$ cat config.mk
export PLATFORM = sky130hd
export DESIGN_NAME = escalonador_rr_param
export DESIGN_NICKNAME = d
export VERILOG_FILES = /design/src/rtl/escalonador_rr_param.sv
export SDC_FILE = /design/constraint.sdc
export NUM_CORES = 2
export LEC_CHECK = 0
export ABC_AREA = 0
export BUFFER_PORTS_ARGS = -buffer_cell sky130_fd_sc_hd__buf_2
export CORE_MARGIN = 1
export CORE_UTILIZATION = 32
export DETAILED_ROUTE_END_ITERATION = 8
export PLACE_DENSITY_LB_ADDON = 0.08
export SKIP_CTS_REPAIR_TIMING = 1
export SLEW_MARGIN = 20
export SYNTH_ARGS = -nofsm -noshare
export SYNTH_HDL_FRONTEND = slang
export SYNTH_SLANG_ARGS = --single-unit
$ cat constraint.sdc
create_clock -name clock -period 21.9 [get_ports clock]
set_input_delay 1.095 -clock clock [delete_from_list [all_inputs] [get_ports clock]]
set_output_delay 1.095 -clock clock [all_outputs]
set_load 0.005 [all_outputs]
$ cat src/rtl/escalonador_rr_param.sv
// Parametrised round-robin process scheduler.
// Keeps MAX_PROC process slots (valid bit, process ID, saved PC), accepts
// add/kill requests and rotates the running process on quantum expiry.
// All state changes on the falling edge of clock; reset is asynchronous.
module escalonador_rr_param #(
    parameter int DATA_W   = 32,
    parameter int MAX_PROC = 8,
    parameter int IDX_W    = 3,
    parameter int QUANTUM  = 10
) (
    input  logic              clock,
    input  logic              reset,
    input  logic              enable,
    input  logic              add_valid,
    input  logic [DATA_W-1:0] add_pid,
    input  logic [DATA_W-1:0] add_pc,
    output logic              add_ready,
    input  logic              kill_valid,
    input  logic [IDX_W-1:0]  kill_slot,
    input  logic [DATA_W-1:0] pc,
    output logic [DATA_W-1:0] processo_atual,
    output logic [IDX_W-1:0]  slot_atual,
    output logic [DATA_W-1:0] pc_processo_atual,
    output logic              troca_contexto,
    output logic [IDX_W:0]    num_ativos,
    output logic              ocioso
);

    localparam int CNT_W = $clog2(QUANTUM) + 1;

    typedef enum logic [0:0] {
        ST_IDLE = 1'b0,
        ST_RUN  = 1'b1
    } state_t;

    state_t              state_r, state_next_s;
    logic [CNT_W-1:0]    counter_r, counter_next_s;
    logic [MAX_PROC-1:0] valid_r, valid_next_s;
    logic [DATA_W-1:0]   pid_r [MAX_PROC];
    logic [DATA_W-1:0]   spc_r [MAX_PROC];

    logic [DATA_W-1:0]   processo_atual_r, pc_processo_atual_r;
    logic [IDX_W-1:0]    slot_atual_r;
    logic                troca_contexto_r;

    logic [IDX_W:0]      num_ativos_s;
    logic                add_ready_s, add_fire_s, kill_fire_s, kill_run_s;
    logic                free_found_s, low_found_s, nxt_found_s;
    logic [IDX_W-1:0]    free_idx_s, low_idx_s, nxt_idx_s;
    logic                sw_s, idle_s, save_s;
    logic [IDX_W-1:0]    sw_idx_s;
    logic [DATA_W-1:0]   sw_pid_s, sw_pc_s;

    // Lowest set bit of v, returned as {found, index}.
    function automatic logic [IDX_W:0] find_lowest(input logic [MAX_PROC-1:0] v);
        logic [IDX_W:0] res;
        res = '0;
        for (int i = MAX_PROC - 1; i >= 0; i--) begin
            if (v[i]) begin
                res = {1'b1, IDX_W'(i)};
            end
        end
        return res;
    endfunction

    // First set bit of v scanning circularly from cur+1; cur itself is checked last.
    function automatic logic [IDX_W:0] find_next(input logic [MAX_PROC-1:0] v,
                                                 input logic [IDX_W-1:0]    cur);
        logic [IDX_W:0] res;
        int             idx;
        res = '0;
        for (int i = MAX_PROC; i >= 1; i--) begin
            idx = (int'(cur) + i) % MAX_PROC;
            if (v[idx]) begin
                res = {1'b1, IDX_W'(idx)};
            end
        end
        return res;
    endfunction

    // Slot bookkeeping: occupancy, handshake qualification and post-update valid bits.
    always_comb begin
        num_ativos_s = '0;
        for (int i = 0; i < MAX_PROC; i++) begin
            num_ativos_s = num_ativos_s + (IDX_W+1)'(valid_r[i]);
        end
        add_ready_s = (num_ativos_s < (IDX_W+1)'(MAX_PROC));
        // Free slot is searched before this edge's kill, so a freed slot is not reused at once.
        {free_found_s, free_idx_s} = find_lowest(~valid_r);
        add_fire_s  = add_valid && add_ready_s && free_found_s;
        kill_fire_s = 1'b0;
        for (int i = 0; i < MAX_PROC; i++) begin
            if (kill_valid && (kill_slot == IDX_W'(i)) && valid_r[i]) begin
                kill_fire_s = 1'b1;
            end else begin
                kill_fire_s = kill_fire_s;
            end
        end
        kill_run_s   = kill_fire_s && (kill_slot == slot_atual_r);
        valid_next_s = valid_r;
        if (add_fire_s) begin
            valid_next_s[free_idx_s] = 1'b1;
        end else begin
            valid_next_s = valid_next_s;
        end
        if (kill_fire_s) begin
            valid_next_s[kill_slot] = 1'b0;
        end else begin
            valid_next_s = valid_next_s;
        end
        {low_found_s, low_idx_s} = find_lowest(valid_next_s);
        {nxt_found_s, nxt_idx_s} = find_next(valid_next_s, slot_atual_r);
    end

    // Scheduler FSM next-state: dispatch from idle, quantum rotation and forced switch on kill.
    always_comb begin
        state_next_s   = state_r;
        counter_next_s = counter_r;
        sw_s           = 1'b0;
        sw_idx_s       = slot_atual_r;
        idle_s         = 1'b0;
        save_s         = 1'b0;
        case (state_r)
            ST_IDLE: begin
                counter_next_s = '0;
                if (low_found_s) begin
                    state_next_s = ST_RUN;
                    sw_s         = 1'b1;
                    sw_idx_s     = low_idx_s;
                end else begin
                    state_next_s = ST_IDLE;
                end
            end
            ST_RUN: begin
                if (kill_run_s) begin
                    // Running slot is already cleared in valid_next_s, so any hit is another slot.
                    counter_next_s = '0;
                    if (nxt_found_s) begin
                        sw_s     = 1'b1;
                        sw_idx_s = nxt_idx_s;
                    end else begin
                        state_next_s = ST_IDLE;
                        idle_s       = 1'b1;
                    end
                end else if (enable) begin
                    if (counter_r == CNT_W'(QUANTUM - 1)) begin
                        save_s         = 1'b1;
                        counter_next_s = '0;
                        if (nxt_found_s && (nxt_idx_s != slot_atual_r)) begin
                            sw_s     = 1'b1;
                            sw_idx_s = nxt_idx_s;
                        end else begin
                            sw_s = 1'b0;
                        end
                    end else begin
                        counter_next_s = counter_r + CNT_W'(1);
                    end
                end else begin
                    counter_next_s = counter_r;
                end
            end
            default: begin
                state_next_s   = ST_IDLE;
                counter_next_s = '0;
            end
        endcase
        // A slot written this edge is not in the table yet; forward the incoming values.
        if (add_fire_s && (free_idx_s == sw_idx_s)) begin
            sw_pid_s = add_pid;
            sw_pc_s  = add_pc;
        end else begin
            sw_pid_s = pid_r[sw_idx_s];
            sw_pc_s  = spc_r[sw_idx_s];
        end
    end

    // Process table: valid bits, IDs and saved PCs.
    always_ff @(negedge clock or posedge reset) begin
        if (reset) begin
            valid_r <= '0;
            for (int i = 0; i < MAX_PROC; i++) begin
                pid_r[i] <= '0;
                spc_r[i] <= '0;
            end
        end else begin
            valid_r <= valid_next_s;
            for (int i = 0; i < MAX_PROC; i++) begin
                if (add_fire_s && (free_idx_s == IDX_W'(i))) begin
                    pid_r[i] <= add_pid;
                    spc_r[i] <= add_pc;
                end else if (save_s && (slot_atual_r == IDX_W'(i))) begin
                    spc_r[i] <= pc;
                end else begin
                    spc_r[i] <= spc_r[i];
                end
            end
        end
    end

    // FSM state, quantum counter and registered running-process outputs.
    always_ff @(negedge clock or posedge reset) begin
        if (reset) begin
            state_r             <= ST_IDLE;
            counter_r           <= '0;
            processo_atual_r    <= '0;
            slot_atual_r        <= '0;
            pc_processo_atual_r <= '0;
            troca_contexto_r    <= 1'b0;
        end else begin
            state_r          <= state_next_s;
            counter_r        <= counter_next_s;
            troca_contexto_r <= sw_s;
            if (sw_s) begin
                processo_atual_r    <= sw_pid_s;
                slot_atual_r        <= sw_idx_s;
                pc_processo_atual_r <= sw_pc_s;
            end else if (idle_s) begin
                processo_atual_r <= '0;
            end else begin
                processo_atual_r <= processo_atual_r;
            end
        end
    end

    assign processo_atual    = processo_atual_r;
    assign slot_atual        = slot_atual_r;
    assign pc_processo_atual = pc_processo_atual_r;
    assign troca_contexto    = troca_contexto_r;
    assign num_ativos        = num_ativos_s;
    assign add_ready         = add_ready_s;
    assign ocioso            = (num_ativos_s == '0);

endmodule

# Word-level counts from Yosys, hierarchy flattened
# Cells that the tools add are included.
# totals
n_memories,0
ram_bits,0
wordCells,268
mem_bits_ro,0
reg_bits,594
latchBits,0
# classes
magnitude_cmp,14
n_reduce_logical,60
n_eq_ne,26
div,0
n_bitwise,14
muxes,115
shift,0
mul,0
n_addsub,16
# op_table
cell,count
32-bit two-way mux,24
32-bit binary-select mux with 3-bit select,2
4-bit two-way mux,24
"4-bit by 5-bit < comparator with 1-bit output, second input constant",8
1-bit two-way mux,40
1-bit logical AND,39
"3-bit equality test, second input constant",12
1-bit binary-select mux with 3-bit select,8
3-bit OR reduction,8
"3-bit by 2-bit equality test with 1-bit output, second input constant",6
3-bit two-way mux,6
2-bit nonzero test,9
4-bit by 1-bit adder with 4-bit output,4
8-bit two-way mux,2
8-bit inverter,2
5-bit two-way mux,3
"3-bit adder, second input constant",4
5-bit case mux with 2 select lines,1
"3-bit by 1-bit equality test with 1-bit output, second input constant",3
3-bit logical NOT,3
"1-bit bitwise AND, first input constant",8
8-bit bitwise AND,1
"3-bit by 4-bit < comparator with 1-bit output, second input constant",2
8-bit bitwise OR,1
other kinds (19),25

# Logic depth before layout (Yosys ltp)
# logic_depth
depth_word,41
mapped_depth,25
mapped_depth_nobuf,20

==> metrics.txt <==
sequential fraction of the synthesis area about half; Power Total around 0.0063 W; I/O Pins roughly 180; ANT nets after route 0; Post-Syn Instances 3037; Area growth, synth to finish 14.3%; status finished, final reports clean; clock skew about 0.025 ns; global-route wire length before repair 155 mm; worst endpoint required time 11.36 ns; Ys Warns 0; Sw Share 40.9%; metal3 WL 5.24 mm; number of remaining DRC errors 0; total of max-cap violations 0; nets about 3.2k; gpl congestion between 0.8 and 0.9; Reg power frac 31.2%; GRT Total Usage 20.8%; Sw Pwr approximately 0.0026 W; Hold Path Class reg2reg; clock latency on the worst-skew pair between 0.6 and 0.7 ns; Die X around 310 um; crit path kind in2reg; GR Overflow Total 0; core area 95300 um2; final wirelength 102 mm; Synth async-reset ratio 100%; Yosys top cell area share 48.1%; Clock Tree Buf Depth 3; unrepaired setup endpoints after global routing false; Startpoint Class primary input; total CTS buffers 75; Final Hold Viols 0; Die H 313 um; Root Buffer clkbuf_16; met2 WL between 40 and 50 mm; Final setup viols 0; Clk pwr share between 20% and 30%; CTS tree built; clock sink count about 590; CTS H-tree depth 3; VDD IR max about 0.092 mV; wire per inst between 20 and 25 um; max-slew violation count 0; count of different cell masters after synthesis between 60 and 70; Int Pwr approximately 0.0037 W; uppermost layer routed met5; power density cells roughly 180 nW/um2; antenna violations before repair 22; wl on met1 45.8 mm; leakage power 16.5 nW; Synth area leaders dfrtn_1 48%, mux2i_1 13%, mux2_2 11%; # rows roughly 110; vias per cell ~5.4; largest net degree at the start of global routing about 160; setup TNS 0 ns; die area roughly 100000 um2; DP HPWL 57.9 mm; Main synth FF type dfrtn_1; Post-synth EDFFs 0; Iter 0 DRT Violations about 1.6k; starting density of the core between 30% and 40%; #FFs+latches synth a little under 600; vias in the first global route around 24k; Avg Inst Size Synth between 10 and 15 um2; max_slew headroom between 20 and 30%; Worst Path Max Fanout 44; PortBufs 177; Worst-Margin Slew approximately 1.1 ns; combinational power share between 40% and 50%; crit path capture type flop; layout cell share with drive strength beyond 1 a little over a fifth; detailed-router iteration count before antenna repair 5; Worst-path clk slew ~0.040 ns; routed via count about 23k; Mapped Nets around 3.2k; Worst EP arrival between 7 and 8 ns; area leader, netlist dfrtn_1; cell area after synthesis a little over 30000 um2
metrics by stage:
| step | instance area (um2) | util (%) | worst slack (ns) | hold WS (ns) | instances |
|---|---|---|---|---|---|
| after floorplan | 30900 | - | 2.01 | 0.401 | 3037 |
| after global placement | 32800 | 34.4 | 3.33 | 0.413 | 4243 |
| final | 35300 | 37.1 | 4.09 | 0.414 | 4384 |
| after CTS | 35300 | 37.0 | 3.85 | 0.420 | 4377 |
| after detailed placement | 32800 | 34.4 | 3.22 | 0.418 | 4243 |
| after global routing | 35300 | 37.1 | 3.78 | 0.440 | 4382 |
cell usage after synthesis, types with 4 or more instances:
master / instances
xor2_1: 5
mux2_2: 290
a21o_1: 4
o221ai_1: 4
dfrtn_1: 594
fa_1: 4
and2_1: 37
nand2_1: 263
buf_1: 70
o211ai_1: 6
clkbuf_1: 173
mux2i_1: 390
nand3_1: 13
inv_2: 4
xnor2_1: 4
a211o_1: 9
ha_1: 14
o21ai_1: 4
nor2_1: 349
o22ai_1: 40
o21a_1: 5
a221o_1: 33
buf_2: 22
a221oi_1: 69
nand4_1: 6
a21oi_1: 304
a31oi_1: 8
nor3_1: 12
a211oi_1: 6
mux4_2: 6
inv_1: 65
nand2b_1: 5
buf_4: 13
mux2_1: 4
o21ai_0: 145
kinds of logic after synthesis:
group | Yosys count | share of synthesized area, %
adders and majority gates | 18 | 0.826
DFF | 594 | 48.1
buffers and inverters | 351 | 4.53
and+or+nand+nor | 704 | 9.25
AOI/OAI and AO/OA | 671 | 13.2
xor gates and xnor gates | 9 | 0.255
muxes | 690 | 23.8
layout make-up:
| cell class | count | area [um2] |
|---|---|---|
| tap | 1265 | 1580 |
| sequential | 594 | 14900 |
| clock buffer | 105 | 2150 |
| antenna | 6 | 15.0 |
| clock inverter | 29 | 373 |
| timing repair buffer | 221 | 1270 |
| fill | 9586 | 60000 |
| inverter | 72 | 274 |
| multi-input combinational | 2092 | 14800 |
placed cells by master (no fill, tap or decap), types with 14 or more instances in the layout:
cell type / count
a21oi_1: 302
a221o_1: 33
a221oi_1: 69
and2_1: 36
buf_2: 177
buf_4: 39
clkbuf_1: 17
clkbuf_16: 78
clkinv_2: 14
dfrtn_1: 594
ha_1: 14
inv_1: 64
mux2_2: 290
mux2i_1: 389
nand2_1: 259
nor2_1: 346
o21ai_0: 144
o22ai_1: 40
power by group through the flow:
stage	Sequential (W)	Combinational (W)	Clock (W)
after floorplan	0.00189	0.00221	0
after global placement	0.00197	0.00304	0
after detailed placement	0.00199	0.00308	0
after CTS	0.00197	0.00309	0.00132
after global routing	0.00204	0.00337	0.00136
final	0.00197	0.00306	0.00128
worst max-delay path, stage by stage:
cell and delay [ns]:
buf_2 0.14, nand4_1 0.13, a2111o_2 0.88, and2_1 0.36, mux4_2 0.54, o221a_2 0.35
a211o_1 0.29, a31o_1 0.19, a211o_1 0.30, a221oi_4 0.61, buf_8 0.23, buf_4 0.67
buf_4 0.76, mux2i_1 0.27, mux2i_1 0.09, mux2i_1 0.16, a221oi_1 0.09
final timing paths:
check	slack, ns	depth (start not counted)	start	endpoint
worst max-delay path	4.09	17	add_valid	pc_processo_atual[20]
worst min-delay path	0.41	2	pid_r[161]	pid_r[161]
worst max register to register	12.83	22	valid_r[0]	pc_processo_atual[20]
worst min register to register	0.41	2	pid_r[161]	pid_r[161]
max in group asynchronous	8.18	5	reset	processo_atual[29]
min in group asynchronous	11.56	3	reset	valid_r[6]
per-layer routing:
layer,vias up,global-route usage (%)
li1,10800,-
met1,11900,27.8
met2,640,34.0
met3,175,3.90
met4,22,6.83
met5,-,0
sequential cells by signal, indices dropped and copies added, names as in the netlist:
name	cells
state_r	1
pid_r	256
troca_contexto	1
processo_atual	32
valid_r	8
slot_atual	3
pc_processo_atual	32
counter_r	5
spc_r	256
(Power assumes the default switching activity.)
